`src/rtl/cdb_arbiter_pkg.sv`:
```
// Shared CDB constants: requester indices, the reserved "no station" tag and
// default widths agreed with the issue stage and reservation stations.
package cdb_arbiter_pkg;

    localparam int CdbAdd   = 0;
    localparam int CdbMul   = 1;
    localparam int CdbMem   = 2;
    localparam int CdbNreq  = 3;

    localparam int TagNone  = 0;
    localparam int CdbTagW  = 5;
    localparam int CdbDataW = 32;

    // Round-robin successor of idx in 0..n-1; n need not be a power of two.
    function automatic int rr_next(input int idx, input int n);
        return (idx + 1 >= n) ? 0 : idx + 1;
    endfunction

endpackage

```
`src/rtl/cdb_arbiter_rr_pick.sv`:
```
// Combinational round-robin picker: first eligible index searching from
// i_ptr upward modulo NREQ. Shared by CDB and issue-port arbitration.
module cdb_arbiter_rr_pick #(
    parameter int NREQ = 3,
    parameter int PW   = $clog2(NREQ)
) (
    input  logic [NREQ-1:0] i_eligible,
    input  logic [PW-1:0]   i_ptr,
    output logic [NREQ-1:0] o_grant,
    output logic [PW-1:0]   o_idx,
    output logic            o_any_grant
);

    // One extra bit so ptr + offset never wraps before the modulo fold.
    logic [PW:0] w_sum;

    always_comb begin
        o_grant     = '0;
        o_idx       = '0;
        o_any_grant = 1'b0;
        w_sum       = '0;
        for (int k = 0; k < NREQ; k++) begin
            w_sum = {1'b0, i_ptr} + (PW+1)'(k);
            if (w_sum >= (PW+1)'(NREQ)) begin
                w_sum = w_sum - (PW+1)'(NREQ);
            end
            if (!o_any_grant && i_eligible[w_sum[PW-1:0]]) begin
                o_any_grant = 1'b1;
                o_idx       = w_sum[PW-1:0];
            end
        end
        o_grant[o_idx] = o_any_grant;
    end

endmodule

```
`src/rtl/cdb_arbiter.sv`:
```
// Common Data Bus owner: one holding slot per functional unit, round-robin
// pick each cycle, registered broadcast to stations and register status.
module cdb_arbiter
    import cdb_arbiter_pkg::*;
#(
    parameter int NREQ   = CdbNreq,
    parameter int TAG_W  = CdbTagW,
    parameter int DATA_W = CdbDataW
) (
    input  logic                     clk,
    input  logic                     rst,
    input  logic                     flush,
    input  logic [NREQ-1:0]          req_valid,
    input  logic [NREQ*TAG_W-1:0]    req_tag,
    input  logic [NREQ*DATA_W-1:0]   req_data,
    output logic [NREQ-1:0]          req_ready,
    output logic                     cdb_valid,
    output logic [TAG_W-1:0]         cdb_tag,
    output logic [DATA_W-1:0]        cdb_data,
    output logic [$clog2(NREQ)-1:0]  cdb_src,
    output logic                     err_tag0
);

    localparam int PW = $clog2(NREQ);

    logic [NREQ-1:0]   r_hv;
    logic [TAG_W-1:0]  r_htag  [NREQ];
    logic [DATA_W-1:0] r_hdata [NREQ];
    logic [PW-1:0]     r_ptr;

    logic              r_cdb_valid;
    logic [TAG_W-1:0]  r_cdb_tag;
    logic [DATA_W-1:0] r_cdb_data;
    logic [PW-1:0]     r_cdb_src;
    logic              r_err_tag0;

    logic [NREQ-1:0]   w_eligible;
    logic [NREQ-1:0]   w_tag0;
    logic [NREQ-1:0]   w_grant;
    logic [NREQ-1:0]   w_take;
    logic [PW-1:0]     w_win;
    logic              w_any;
    logic [PW-1:0]     w_ptr_next;

    // Tag 0 means "no station": such entries are held one cycle, never granted.
    always_comb begin
        w_eligible = '0;
        for (int i = 0; i < NREQ; i++) begin
            w_eligible[i] = r_hv[i] && (r_htag[i] != TAG_W'(TagNone));
        end
    end

    assign w_tag0 = r_hv & ~w_eligible;

    cdb_arbiter_rr_pick #(.NREQ(NREQ), .PW(PW)) u_pick (
        .i_eligible  (w_eligible),
        .i_ptr       (r_ptr),
        .o_grant     (w_grant),
        .o_idx       (w_win),
        .o_any_grant (w_any)
    );

    // A slot being broadcast this cycle may refill at the same edge.
    assign req_ready  = {NREQ{!flush}} & (~r_hv | w_grant);
    assign w_take     = req_valid & req_ready;
    assign w_ptr_next = PW'(rr_next(int'(w_win), NREQ));

    always_ff @(posedge clk) begin
        for (int i = 0; i < NREQ; i++) begin
            if (w_take[i]) begin
                r_htag[i]  <= req_tag[i*TAG_W +: TAG_W];
                r_hdata[i] <= req_data[i*DATA_W +: DATA_W];
            end
        end
    end

    always_ff @(posedge clk) begin
        if (rst) begin
            r_hv        <= '0;
            r_ptr       <= '0;
            r_cdb_valid <= 1'b0;
            r_cdb_tag   <= '0;
            r_cdb_data  <= '0;
            r_cdb_src   <= '0;
            r_err_tag0  <= 1'b0;
        end else if (flush) begin
            r_hv        <= '0;
            r_cdb_valid <= 1'b0;
            r_err_tag0  <= 1'b0;
        end else begin
            for (int i = 0; i < NREQ; i++) begin
                if (w_take[i]) begin
                    r_hv[i] <= 1'b1;
                end else if (w_grant[i] || w_tag0[i]) begin
                    r_hv[i] <= 1'b0;
                end
            end
            r_err_tag0  <= |w_tag0;
            r_cdb_valid <= w_any;
            if (w_any) begin
                r_cdb_tag  <= r_htag[w_win];
                r_cdb_data <= r_hdata[w_win];
                r_cdb_src  <= w_win;
                r_ptr      <= w_ptr_next;
            end
        end
    end

    assign cdb_valid = r_cdb_valid;
    assign cdb_tag   = r_cdb_tag;
    assign cdb_data  = r_cdb_data;
    assign cdb_src   = r_cdb_src;
    assign err_tag0  = r_err_tag0;

endmodule

```
`config.mk`:
```
export PLATFORM = sky130hd
export DESIGN_NAME = cdb_arbiter
export DESIGN_NICKNAME = d
export VERILOG_FILES = /design/src/rtl/cdb_arbiter_pkg.sv /design/src/rtl/cdb_arbiter_rr_pick.sv /design/src/rtl/cdb_arbiter.sv
export SDC_FILE = /design/constraint.sdc
export NUM_CORES = 1
export LEC_CHECK = 0
export CORE_MARGIN = 4
export CORE_UTILIZATION = 60
export DETAILED_ROUTE_END_ITERATION = 10
export DONT_BUFFER_PORTS = 1
export PLACE_DENSITY = 0.76
export SETUP_SLACK_MARGIN = 0.2
export SKIP_LAST_GASP = 1
export SYNTH_ARGS = -nofsm -noshare
export SYNTH_HDL_FRONTEND = slang
export SYNTH_SLANG_ARGS = --single-unit
```
`constraint.sdc`:
```
create_clock -name clk -period 12.1 [get_ports clk]
set_clock_uncertainty 0.15 [all_clocks]
set_input_delay 2.42 -clock clk [delete_from_list [all_inputs] [get_ports clk]]
set_output_delay 2.42 -clock clk [all_outputs]
set_load 0.005 [all_outputs]
```
==> flow_summary.toml, run 1 <==
[critical_path]
r2r-end = "r_hdata[2][19]"
worst_r2r_startpoint = "r_htag[1][0]"
crit_fanout = 8
cp-startpoint = "flush"
cp_data_required_time_ns = 9.53
r2r_slack_ns = 8.72
cp-end-kind = "output pin"
startpoint_type = "input pin"
ff2ff_path_depth = 6
path_buf_inv = 0
crit_family = "compound AO/OA/AOI/OAI gates"
max_stage_delay_ns = 0.20
worstSetupPathType = "input pin to output pin"
cp_slowest_cell = "a21oi_1"
cp.arrival_ns = 2.62
crit_path_cell_trace = "a21oi_1"

[die]
num_rows = 35
coreArea_um2 = 9370
die_y_um = 107
start_util_pct = 62.3
die_x_um = 107
ios = 161
die_area_um2 = 11400

[grt]
grt_max_degree = 45
grt_pass1_vias = 3614
gr-total-overflow = 0
track_usage_pct = 23.4
grt_pass1_wl_um = 19800
antenna_found_initial = 2

[cts]
cts-root-buf = "clkbuf_8"
clock_path_buffers = 2
clk_latency_ns = 0.51
clk_pin_slew_ns = 0.06
postCtsSetupBuffers = 0
cts_buffers = 17
cts_tree = "built"
ctsHoldBuffers = 0
h-tree-depth = 4
post_cts_resized = 0
cts_sinks = 157

[min_path]
holdCritPathClass = "flip-flop to flip-flop"
min_from = "r_ptr[1]"
worst_hold_path.endpoint = "r_ptr[1]"
whs_path_depth = 2

[synth]
async_reset_ff_share_pct = 0
synthTopCellsByArea = "edfxtp_1 (57%), dfxtp_1 (16%), a221oi_1 (3.9%)"
syn_area_um2 = 5830
ys_warn_count = 0
synth_most_common_cell = "edfxtp_1"
synth_nets = 524
ys_seq_area_share_pct = 72.9
synth_edf_count = 111
syn_area_per_cell_um2 = 14.4
ys_types = 42
ys.flop_type = "edfxtp_1"
synthCells = 405
yosysTopAreaCell = "edfxtp_1"
synth_top_cell_area_share_pct = 57.1
ys_seq_elements = 157
synthTopCellsByCount = "edfxtp_1 (111), nand2_1 (49), dfxtp_1 (46), nor2_1 (44), a211oi_1 (30)"

[pwr]
power_frac_seq_pct = 50.4
p_clk_share_pct = 44.2
vdd_drop_max_uv = 103
total_leakage_power_nw = 2.11
p_comb_share_pct = 5.4
powerDensity_nw_per_um2 = 187
cellInternalPower_w = 0.000952
switching_share_pct = 22.9
p_sw_w = 0.000283

[detailed_routing]
antenna_left = 0
post_drt_wl_per_cell_um = 23.8
vias = 3446
vias_per_cell = 6.29
first_pass_iters = 5
finalWirelength_um = 13100
route.detailed.drc = 0
drt_iter0_markers = 228

[timing]
period_needed_ns = 5.19
post-route-period-util_pct = 42.9
hold_violations = 0
tightest_slew_ns = 1.04
finalSetupTns_ns = 0
finalWorstSetupSlack_ns = 6.91
slew_viol_final = 0
fmax_ghz = 0.193
max_slew_margin_pct = 30.4
rsz0062_at_grt = "false"
finalSetupViolCount = 0

[place]
gp_congestion = 0.894
dp_cells = 515
hpwl_um = 8210
place_ws_ns = 6.92
postPlaceCellArea_um2 = 5970
port_buffers = 0

[cells_and_area]
fin_nets = 524
areaGrowthSynthToFinish_pct = 13.1
final_core_util_pct = 70.4
design_area_um2 = 6600
drive_gt1_share_pct = 16.7
fin_cells = 548

[status]
status = "complete, no violations"

[flow_run]
max_cap_viol_count = 0
==> final cells by class <==
class,count,area [um2]
clock buffer,18,418
clock inverter,14,201
sequential,157,4250
tap,129,161
inverter,3,11.3
fill,638,2780
timing repair buffer,8,60.1
antenna,1,2.50
multi-input combinational,218,1490
==> cells by family (layout without fill, tap and decap cells) <==
group | Yosys count | in the layout | share of synthesized area (%)
buffers and inverters | 30 | 43 | 2.42
DFF | 157 | 157 | 72.9
and+or+nand+nor | 108 | 108 | 7.61
other | 0 | 1 | 0
adders and majority gates | 2 | 2 | 0.429
AOI/OAI and AO/OA | 108 | 108 | 16.6
==> power groups by stage <==
stage / Clock, W / Combinational, W / Sequential (W)
final: 0.000546 / 0.0000662 / 0.000622
after global routing: 0.000581 / 0.0000739 / 0.000625
after CTS: 0.000554 / 0.0000669 / 0.000623
after detailed placement: 0 / 0.0000666 / 0.000634
after global placement: 0 / 0.0000647 / 0.000633
after floorplan: 0 / 0.0000514 / 0.000630
==> registers in the layout, indices dropped and copies added (netlist names) <==
signal / cells
r_hdata: 96
cdb_data: 32
r_htag: 15
cdb_tag: 5
r_hv: 3
cdb_src: 2
r_ptr: 2
cdb_valid: 1
err_tag0: 1
==> through the flow <==
stage	total power, W	hold WS [ns]
floorplan	0.000681	0.303
global placement	0.000698	0.310
detailed placement	0.000701	0.315
CTS	0.00124	0.322
global route	0.00128	0.344
finish	0.00123	0.318
==> cells in the final DEF, fill, tap and decap left out, types with 8 or more instances in the layout <==
cell type,Yosys,routed
a21oi_1,12,11
a221oi_2,11,10
a221oi_1,26,26
a211oi_1,30,29
nor2_1,44,44
clkbuf_16,0,16
edfxtp_1,111,111
dfxtp_1,46,46
nand2_1,49,49
buf_4,1,8
a211oi_2,10,10
==> metal layers <==
layer | vias to the layer above | GRT usage [%] | routed length (um)
met2 | 184 | 38.8 | 6500
met5 | - | 0 | 12
met1 | 1673 | 27.8 | 5010
met4 | 2 | 8.58 | 121
li1 | 1575 | - | -
met3 | 12 | 9.33 | 1420
==> how the worst max path moves through the flow <==
stage,to,cells past startpoint
6_report,req_ready[2],1
3_5_place_dp,req_ready[2],1
2_1_floorplan,r_hdata[1][0],1
3_3_place_gp,req_ready[2],1
4_1_cts,req_ready[2],1
5_1_grt,req_ready[2],1
==> tightest hold or removal path, stage by stage, from the launching register on <==
cell     delay [ns]
dfxtp_1        0.32
nand2_1        0.06
a21oi_1        0.05
(Power assumes the default switching activity.)
==> run 2: changes to the inputs <==
--- a/config.mk
+++ b/config.mk
@@ -6,10 +6,10 @@
 export NUM_CORES = 1
 export LEC_CHECK = 0
 export CORE_MARGIN = 4
-export CORE_UTILIZATION = 60
+export CORE_UTILIZATION = 56
 export DETAILED_ROUTE_END_ITERATION = 10
 export DONT_BUFFER_PORTS = 1
-export PLACE_DENSITY = 0.76
+export PLACE_DENSITY = 0.74
 export SETUP_SLACK_MARGIN = 0.2
 export SKIP_LAST_GASP = 1
 export SYNTH_ARGS = -nofsm -noshare
==> constraint.sdc (replaced) <==
create_clock -name clk -period 4.4 [get_ports clk]
set_clock_uncertainty 0.15 [all_clocks]
set_input_delay 0.88 -clock clk [delete_from_list [all_inputs] [get_ports clk]]
set_output_delay 0.88 -clock clk [all_outputs]
set_load 0.005 [all_outputs]
==> run 2 against run 1 <==
  * Sequential power increased to 2.7 times the previous value
  * Global-route usage decreased by 0.42 points
  * Die area increased by 6.6%
  * Clock-buffer cell count increased by 1
  * Combinational power increased to 2.8 times the previous value
  * Register-to-register slack got worse by 7.7 ns
  * Cell count increased by 1.5%
  * Wire length increased by 1.2%
  * Cell area decreased by 0.36%
==> flow_summary.toml, run 2 (same netlist as run 1, synthesis figures left out) <==
[critical_path]
cp-end-kind = "output pin"
cp.arrival_ns = 2.55
crit_fanout = 6
worstSetupPathType = "flip-flop to output pin"
cp_data_required_time_ns = 3.37
r2r_slack_ns = 0.99
startpoint_type = "flip-flop"

[grt]
globalRouteMet1Util_pct = 27.2
top_usage_layer = "met2"
gr-total-overflow = 0
grtUsageMet2_pct = 35.7
track_usage_pct = 23.0
grt_pass1_vias = 3507
grt_max_degree = 45
met3_usage_pct = 11.2
grt_pass1_wl_um = 19800
antenna_found_initial = 3

[cts]
clk_latency_ns = 0.53
post_cts_resized = 0
ctsHoldBuffers = 0
postCtsSetupBuffers = 0
cts_tree = "built"
h-tree-depth = 4
cts_buffers = 17
clk_pin_slew_ns = 0.07
cts-root-buf = "clkbuf_8"
cts_sinks = 157
clock_path_buffers = 2

[timing]
hold_ws_ns = 0.264
tightest_slew_ns = 1.03
slew_viol_final = 0
post-route-period-util_pct = 81.3
finalSetupTns_ns = 0
finalSetupViolCount = 0
rsz0062_at_grt = "false"
period_needed_ns = 3.58
max_slew_margin_pct = 31.0
hold_violations = 0
fmax_ghz = 0.279

[die]
die_x_um = 110
start_util_pct = 58.6
num_rows = 36
die_area_um2 = 12100
die_y_um = 110
ios = 161
coreArea_um2 = 9950

[place]
gp_congestion = 0.906
port_buffers = 0
hpwl_um = 8680
postPlaceCellArea_um2 = 6010

[detailed_routing]
vias_per_cell = 6.24
first_pass_iters = 5
route.detailed.drc = 0
drt_iter0_markers = 263
finalWirelength_um = 13200
post_drt_wl_per_cell_um = 23.8
vias = 3472
antenna_left = 0

[pwr]
powerDensity_nw_per_um2 = 493
total_leakage_power_nw = 2.10
vdd_drop_max_uv = 355

[cells_and_area]
largest_register = "r_hdata"
largest_reg_flops = 96
fin_nets = 527
final_common_cell = "edfxtp_1"
layout_common_cells = "edfxtp_1 (111), nand2_1 (49), dfxtp_1 (46), nor2_1 (44), a211oi_1 (29)"
areaGrowthSynthToFinish_pct = 12.7
fillers = 716
drive_gt1_share_pct = 17.3
design_area_um2 = 6570

[flow_run]
max_cap_viol_count = 0

[status]
status = "complete, no violations"

[min_path]
holdCritPathClass = "input pin to flip-flop"
## run 2: power breakdown
group | switching [W] | total (W) | leakage, nW | internal (W)
clock network | 0.000590 | 0.00134 | 0.268 | 0.000754
logic | 0.000124 | 0.000185 | 0.415 | 0.0000608
registers | 0.0000433 | 0.00171 | 1.41 | 0.00167
## run 2: area by class of cell
class                           instances  area [um2]  area share [%]
Inverter                                3        11.3           0.171
Timing Repair Buffer                   11        82.6            1.26
Clock inverter                         13         106            1.62
Multi-Input combinational cell        218        1490            22.7
Clock buffer                           19         453            6.89
Antenna cell                            2        5.00          0.0761
Tap cell                              133         166            2.53
Sequential cell                       157        4250            64.7
## run 2: worst max-delay path, cell delays in order, from the launching register on
cell and delay [ns]:
edfxtp_1 0.39, or4_4 0.57, o21ai_2 0.31, nand2_1 0.16, a221oi_4 0.27, nor2b_1 0.14
nor2_1 0.17
## run 2: metrics by stage
stage / power [W] / worst slack, ns / instances / util [%]
finish: 0.00324 / 0.822 / 556 / 66.0
global placement: 0.00192 / 1.07 / 522 / 60.4
CTS: 0.00328 / 0.771 / 554 / 66.0
global route: 0.00337 / 0.694 / 554 / 66.0
detailed placement: 0.00193 / 0.960 / 522 / 60.4
floorplan: 0.00187 / 0.438 / 405 / -
## run 2: metal layers
layer  wire (um)  part of all wire (%)
met1        4950                    37
met4         197                   1.5
met3        1520                    11
met5          21                  0.16
met2        6530                    49
## run 2: final timing paths
check,cells after the start,to,startpoint
worst max-delay path,6,req_ready[1],r_htag[2][1]
worst min-delay path,1,cdb_data[14],rst
worst max register to register,7,r_hdata[2][0],r_htag[1][0]
worst min register to register,2,cdb_src[0],cdb_src[0]
==> run 3: changes to the inputs <==
==> constraint.sdc (replaced) <==
create_clock -name clk -period 3.19 [get_ports clk]
set_clock_uncertainty 0.15 [all_clocks]
set_input_delay 0.638 -clock clk [delete_from_list [all_inputs] [get_ports clk]]
set_output_delay 0.638 -clock clk [all_outputs]
set_load 0.005 [all_outputs]
==> run 3 against run 2 <==
  * Sequential share of layout area down 1.4 points
  * Die area unchanged
  * Via count up 0.66%
  * Critical path depth unchanged
  * Power up 38%
  * Register-to-register slack worse by 0.68 ns
  * Non-clock buffer count up 12
  * First-iteration DRC count up 22%
  * Critical endpoint unchanged
  * Global-route usage about the same
  * Highest routed layer is now met4
==> flow_summary.toml, run 3 (same netlist as run 1, synthesis figures left out) <==
[cts]
clock_path_buffers = 2
cts_sinks = 157
clk_latency_ns = 0.52
cts-root-buf = "clkbuf_8"
cts_tree = "built"
cts_buffers = 17
h-tree-depth = 4
clk_pin_slew_ns = 0.06

[timing]
tightest_slew_ns = 0.544
period_needed_ns = 3.16
post-route-period-util_pct = 99.1
finalWorstSetupSlack_ns = 0.0275
finalSetupTns_ns = 0
rsz0062_at_grt = "true"
slew_viol_final = 0
max_slew_margin_pct = 63.8
finalSetupViolCount = 0
hold_violations = 0
fmax_ghz = 0.316
hold_ws_ns = 0.0329

[detailed_routing]
route.detailed.drc = 0
drt_iter0_markers = 320
antenna_left = 0
vias = 3495
finalWirelength_um = 13400
post_drt_wl_per_cell_um = 23.7
first_pass_iters = 4
vias_per_cell = 6.17

[pwr]
vdd_drop_max_uv = 475
powerDensity_nw_per_um2 = 664
total_leakage_power_nw = 2.16
p_total_w = 0.00446

[cells_and_area]
layout_common_cells = "edfxtp_1 (111), nand2_1 (49), dfxtp_1 (46), nor2_1 (43), a211oi_1 (29)"
drive_gt1_share_pct = 20.1
largest_reg_flops = 96
fin_nets = 539
largest_register = "r_hdata"
multi_input_area_um2 = 1560
antenna_cells = 0
areaGrowthSynthToFinish_pct = 15.2
fillers = 679
regArea_um2 = 4250
final_common_cell = "edfxtp_1"

[critical_path]
max_stage_delay_ns = 0.59
ff2ff_path_depth = 7
cp.arrival_ns = 2.37
cp_data_required_time_ns = 2.40
crit_fanout = 6
startpoint_type = "flip-flop"
worstSetupPathType = "flip-flop to output pin"
cp-end-kind = "output pin"
worst_r2r_startpoint = "r_htag[2][0]"
cp_slowest_cell = "or4_4"
r2r_slack_ns = 0.31
r2r-end = "cdb_data[29]"
crit_path_cell_trace = "or4_4 -> o21ai_4 -> nand2_1 -> a221oi_4 -> nor2b_4 -> nor2_2"

[place]
gp_congestion = 0.931
hpwl_um = 8840
port_buffers = 0
place_ws_ns = 0.256

[die]
die_x_um = 110
die_y_um = 110
die_area_um2 = 12100
num_rows = 36
start_util_pct = 58.6
coreArea_um2 = 9950
ios = 161

[grt]
grt_pass1_wl_um = 19700
grt_max_degree = 39
antenna_found_initial = 0
gr-total-overflow = 0
grt_pass1_vias = 3665
track_usage_pct = 23.0

[min_path]
whs_path_depth = 1
holdCritPathClass = "input pin to flip-flop"
worst_hold_path.endpoint = "cdb_data[19]"
min_from = "rst"

[flow_run]
max_cap_viol_count = 0

[status]
status = "complete, no violations"
run 3: report_power, final:
part / leakage (nW) / switching, W / total (W) / internal, W
Combinational: 0.498 / 0.000178 / 0.000280 / 0.000102
Clock: 0.253 / 0.000763 / 0.00182 / 0.00106
Sequential: 1.41 / 0.0000627 / 0.00236 / 0.00230
run 3: final cells by class:
| type | count | area share (%) |
|---|---|---|
| Clock inverter | 9 | 1.32 |
| Clock buffer | 23 | 6.65 |
| Inverter | 3 | 0.168 |
| Tap cell | 133 | 2.48 |
| Sequential cell | 157 | 63.3 |
| Multi-Input combinational cell | 218 | 23.1 |
| Timing Repair Buffer | 23 | 2.94 |
run 3: worst max path at each step:
stage                  from            end  cells after the start
2_1_floorplan  r_htag[0][4]  r_hdata[1][0]                      7
3_3_place_gp   r_htag[2][1]   cdb_data[29]                      7
3_5_place_dp   r_htag[2][1]    cdb_data[9]                      7
4_1_cts        r_htag[2][1]   req_ready[0]                      6
5_1_grt        r_htag[0][4]   req_ready[1]                      6
6_report       r_htag[2][0]   req_ready[1]                      6
run 3: stage by stage:
step / utilization (%) / instances / cell area [um2]
after global routing: 67.5 / 566 / 6720
final: 67.5 / 566 / 6720
after detailed placement: 61.1 / 529 / 6090
after global placement: 61.1 / 529 / 6090
after floorplan: - / 405 / 5870
after CTS: 67.3 / 566 / 6700
run 3: repair_timing:
item                                    CTS  global route
endpoints found under the setup margin    3            48
pin swaps                                 2             4
buffers inserted                          3             0
resized for setup                         8             5
endpoints found under the hold margin     6             0
hold buffers                              2             0
run 3: critical path: cells and delay by family, from the launching register on:
kind	cells	cell delay, ns
AO/OA/AOI/OAI	2	0.54
flip-flops	1	0.39
AND/OR/NAND/NOR	4	0.92
run 3: routing by layer:
metal,vias up,global-route usage (%),part of all wire (%)
met3,23,10.9,9.8
met2,163,37.6,50
met1,1706,25.3,38
met5,-,0,0
met4,0,10.9,2.1
li1,1603,-,-
==> variant 1, RTL diff (config.mk and constraints of run 3) <==
Register the output `err_tag0` once more, cleared by the reset; this adds one clock of latency there. The other outputs are not delayed to match.
--- a/src/rtl/cdb_arbiter.sv
+++ b/src/rtl/cdb_arbiter.sv
@@ -112,3 +112,9 @@
     assign cdb_src   = r_cdb_src;
-    assign err_tag0  = r_err_tag0;
+    always_ff @(posedge clk) begin
+        if (rst) begin
+            err_tag0 <= '0;
+        end else begin
+            err_tag0 <= r_err_tag0;
+        end
+    end
 
Check against the original RTL: not equivalent (a bounded check fails within 4 cycles, from zero or initial values and one cycle with rst high).
==> variant 1 against run 3 <==
  * Routed wire length is 0.60% lower
  * Synthesized area is 0.75% lower
  * Worst setup slack better by 0.12 ns
  * Sequential share of layout area is 0.48 points higher
  * Cell area is 0.26% lower
  * Die area is 0.70% lower
  * Register-to-register slack hardly changed
  * Combinational power is 17% higher
  * Sequential cell count is 1 higher
  * Power is 5.5% higher
  * Clock power is 9.9% higher
  * Largest cell class unchanged
  * Largest power group unchanged
==> variant 1: results (changes against run 3) <==
The run finished with clean final reports. The number of buffers added by the clock tree synthesis step came to 17 (unchanged). The fill cell total of the finished layout came out at 672 (-1.0%).

The wire length of the first global-routing pass came to 19700 um (-0.11%). The slowest library cell on the worst path is or4_4. The leakage power total came out at 2.18 nW (+0.59%). The maximum fanout along the worst path is 3 (-3).

The antenna cell count came to 0 (unchanged). The latest clock arrival within the worst-skew pair was 0.52 ns (about the same). The clock edge transition at the registers on the reported setup and hold paths is 0.06 ns (about the same). The count of distinct cell types in the synthesized netlist came to 42 (unchanged). The net count of the finished layout is 502 (-6.9%). The detailed-routing iteration count for the pre-antenna-repair pass came out at 8 (+4).

The pin count of the biggest net entering global routing came out at 53 (+36%). The flip-flop count of the largest register, all copies and words added came to 96 (unchanged). The minimum setup slack after placement is 0.336 ns (+0.0798 ns). The slew at the pin with the worst max-slew slack is 0.658 ns (+0.114 ns). The overall overflow remaining after global route is 0 (unchanged).

The H-tree depth came out at 4 (unchanged). The largest stage delay on the critical path was 0.59 ns (about the same). The total track usage is 22.9% (-0.070 points).

The number of buffers on the longest clock path came to 2 (unchanged). The count of synthesis-stage warnings from yosys was 0 (unchanged). The detailed-route wire length per cell came out at 25.3 um (+6.3%). The total half-perimeter wirelength after legalization and detailed placement came out at 8310 um (-5.9%). The fraction of layout instances using a drive strength above 1 came to 23.5% (+3.4 points). CTS placed an instance of clkbuf_8 at the clock tree root. The routability congestion estimate is 0.883 (-5.1%). The initial DRC count is 432 (+35%). The via count came out at 3401 (-2.7%). The fraction of registers with async set/reset came out at 0% (unchanged).

The number of enable-type register cells in the synthesized netlist came to 111 (unchanged). The tightest min-delay check is of the input port to flop type. Ranked by flip-flop count, first place goes to r_hdata.

The commonest cells after synthesis are edfxtp_1 (111), dfxtp_1 (47), nor2_1 (46). The net count after synthesis was 486 (-7.3%). The peak supply drop is 0.000557 V (+17%). The number of port buffers came to 0 (unchanged). The sequential cell area fraction in the yosys report was 73.8% (+0.90 points).

The arrival time of the worst setup path came out at 2.26 ns (-0.11 ns). After synthesis, the cell types taking the most area are edfxtp_1 (58%), dfxtp_1 (16%), a222oi_1 (6.4%). The initial antenna violation count came out at 2 (+2).
## variant 1: layout make-up
class	instances	area share [%]
Sequential cell	158	63.8
Multi-Input combinational cell	177	21.9
Clock buffer	21	7.00
Timing Repair Buffer	23	2.58
Tap cell	133	2.48
Clock inverter	11	1.90
Inverter	6	0.373
## variant 1: repair_timing
action / CTS / global route
pin swaps: 6 / 13
setup buffers: 5 / 7
setup endpoints to repair: 3 / 3
gates resized for setup: 9 / 6
## variant 1: critical path, delay by kind of cell (launching register included)
family / cells / cell delay [ns]
AND/OR/NAND/NOR: 3 / 0.73
AO/OA/AOI/OAI: 3 / 0.61
flip-flops: 1 / 0.39
## variant 1: final timing paths
| check | from | to | slack, ns | cells past startpoint |
|---|---|---|---|---|
| worst max-delay path | r_htag[2][0] | req_ready[0] | 0.14 | 6 |
| worst max register to register | r_htag[1][3] | r_hdata[2][23] | 0.31 | 9 |
| worst min register to register | r_err_tag0 | err_tag0 | 0.30 | 1 |
| worst min-delay path | flush | r_err_tag0 | 0.03 | 1 |
## variant 1: cells by family (layout without fill, tap and decap cells)
logic type,Yosys count,after routing,share of synthesized area [%]
DFF,158,158,73.8
buffers and inverters,32,61,3.13
adders and majority gates,2,2,0.432
AOI/OAI and AO/OA,98,98,15.8
and+or+nand+nor,76,76,6.63
muxes,1,1,0.173
## variant 1: stage by stage
stage | total power, W | cell area [um2] | hold WS (ns) | cells
2_1_floorplan | 0.00266 | 5860 | 0.264 | 367
3_3_place_gp | 0.00271 | 5950 | 0.280 | 485
3_5_place_dp | 0.00272 | 5950 | 0.285 | 485
4_1_cts | 0.00472 | 6630 | 0.00534 | 522
5_1_grt | 0.00488 | 6700 | 0.000457 | 529
6_report | 0.00471 | 6700 | 0.0327 | 529
## variant 1: power by group
group | switching (W) | internal (W) | total (W)
Sequential | 0.0000655 | 0.00232 | 0.00239
Clock | 0.000791 | 0.00120 | 0.00200
Combinational | 0.000196 | 0.000132 | 0.000328
## variant 1: routing by layer
metal,vias to the layer above,routed length [um],global-route usage [%]
met3,27,1420,11.0
li1,1521,-,-
met4,4,259,8.73
met1,1661,5020,27.7
met2,188,6630,35.7
met5,-,25,0
==> variant 2, RTL diff (settings of run 3) <==
Without the edit above. The package constant `CdbNreq` goes from 3 to 2.
--- a/src/rtl/cdb_arbiter_pkg.sv
+++ b/src/rtl/cdb_arbiter_pkg.sv
@@ -7,3 +7,3 @@
     localparam int CdbMem   = 2;
-    localparam int CdbNreq  = 3;
+    localparam int CdbNreq  = 2;
 
Ports: changed (5 resized); port bits go from 161 to 121. No check against the original RTL was run, so the function may have changed too.
==> variant 2 against run 3 <==
  * Count of clock-buffer cells in the layout down 2
  * Clock power increased by 10%
  * Die area down 26%
  * Worst setup slack gained 0.31 ns
  * Fmax increased by 11%
  * Synthesized area is 28% lower
  * Power fell by 14%
  * Sequential cell count decreased by 40
  * Routed wire length shrank 37%
  * Largest cell class unchanged
  * Cell area is 27% lower
  * Register-to-register slack better by 0.41 ns
==> variant 2: results (changes against run 3) <==
The peak supply drop came out at 0.000421 V (-11%). The net count after synthesis is 332 (-37%). The initial DRC count was 150 (-53%). The number of placed instances, taps included came to 337 (-36%).

The number of port buffers came to 0 (unchanged). The fraction of layout instances using a drive strength above 1 came out at 20.4% (+0.28 points). The sequential cell area fraction in the yosys report came out at 73.2% (+0.29 points).

By count the netlist is led by edfxtp_1 (74), dfxtp_1 (43), a221o_1 (36). The flip-flop count of the largest register, all copies and words added is 64 (-33%). The arrival time of the worst setup path is 2.07 ns (-0.30 ns). The H-tree depth was 4 (unchanged). Yosys attributes the largest share of cell area to edfxtp_1 (53%), dfxtp_1 (20%), a221o_1 (8.6%). The routability congestion estimate came out at 0.745 (-20%).

The clock edge transition at the registers on the reported setup and hold paths came to 0.06 ns (about the same). In this run the clock root is driven by a clkbuf_8. The antenna cell count is 0 (unchanged). The number of buffers on the longest clock path came out at 2 (unchanged).

The count of cells resized by post-cts repair came out at 1 (-7). The number of cells produced by synthesis was 253 (-38%). The number of global-route vias before repair came to 2379 (-35%). The buffers inserted during post-CTS setup optimization came out at 0 (-3). The most used flip-flop cell after synthesis is edfxtp_1.

The initial antenna violation count came out at 1 (+1). The slew at the pin with the worst max-slew slack is 0.856 ns (+0.313 ns). The fraction of registers with async set/reset is 0% (unchanged).

The wire length of the first global-routing pass is 13000 um (-34%). The latest clock arrival within the worst-skew pair is 0.49 ns (-0.03 ns). The average via count per standard cell is 6.40 (+3.7%).

The final cell count without fillers came to 369 (-35%). The total half-perimeter wirelength after legalization and detailed placement is 5220 um (-41%). The placed instance area is 4260 um2 (-30%).

The worst hold path belongs to the class input port to flop. The minimum setup slack after placement came out at 0.629 ns (+0.373 ns). The detailed-routing iteration count for the pre-antenna-repair pass is 4 (unchanged).

The run finished with clean final reports. The pin count of the biggest net entering global routing was 39 (unchanged). The register with the most flip-flops in the final layout is r_hdata. The count of distinct cell types in the synthesized netlist came to 36 (-14%).

The total track usage was 19.8% (-3.1 points). The number of buffers added by the clock tree synthesis step is 17 (unchanged). The leakage power total was 1.65 nW (-24%). The count of synthesis-stage warnings from yosys is 0 (unchanged). The detailed-route wire length per cell came out at 23.0 um (-3.1%). The residual DRC count is 0 (unchanged). The maximum fanout along the worst path came out at 4 (-2). The number of enable-type register cells in the synthesized netlist is 74 (-33%).
==> variant 2: cell types whose count changed after synthesis, moves of 28 or more <==
cell and change:
a211oi_1 -29, a221o_1 +36, edfxtp_1 -37, nand2_1 -47, nor2_1 -34, nor4b_1 +28
==> variant 2: layout make-up <==
type | instances | area [um2]
repair buffers | 6 | 45.0
clock inverters | 11 | 170
inverters | 3 | 11.3
clock buffers | 21 | 480
fillers | 512 | 2380
well taps | 99 | 124
multi-input cells | 112 | 1000
flip-flops and latches | 117 | 3080
==> variant 2: where the power goes <==
group          internal [W]  switching [W]
clock network       0.00138       0.000633
logic             0.0000335      0.0000674
registers           0.00168      0.0000323
==> variant 2: worst paths after layout <==
check	startpoint	endpoint	slack, ns	depth (start not counted)
worst max register to register	r_htag[0][4]	cdb_data[11]	0.72	4
worst min register to register	r_hdata[0][7]	cdb_data[7]	0.32	1
worst max-delay path	r_htag[0][4]	req_ready[1]	0.34	4
worst min-delay path	req_data[8]	r_hdata[0][8]	0.09	0
==> variant 2: critical path, stage by stage, from the launching register on <==
cell	delay, ns
edfxtp_1	0.38
or4_4	0.57
o211a_1	0.25
o21a_1	0.21
nor2_1	0.16
==> variant 2: metal layers <==
metal | track usage [%] | share of wire, % | vias up
met5 | 0 | 0.15 | -
met4 | 10.3 | 1.6 | 2
met3 | 8.13 | 11 | 14
met2 | 29.4 | 50 | 134
met1 | 25.0 | 37 | 1156
li1 | - | - | 1056
==> variant 2: cells by family after synthesis <==
family	share of synthesized area, %
AO/OA/AOI/OAI	12.3
flip-flops	73.2
AND/OR/NAND/NOR	11.0
buffers and inverters	3.51
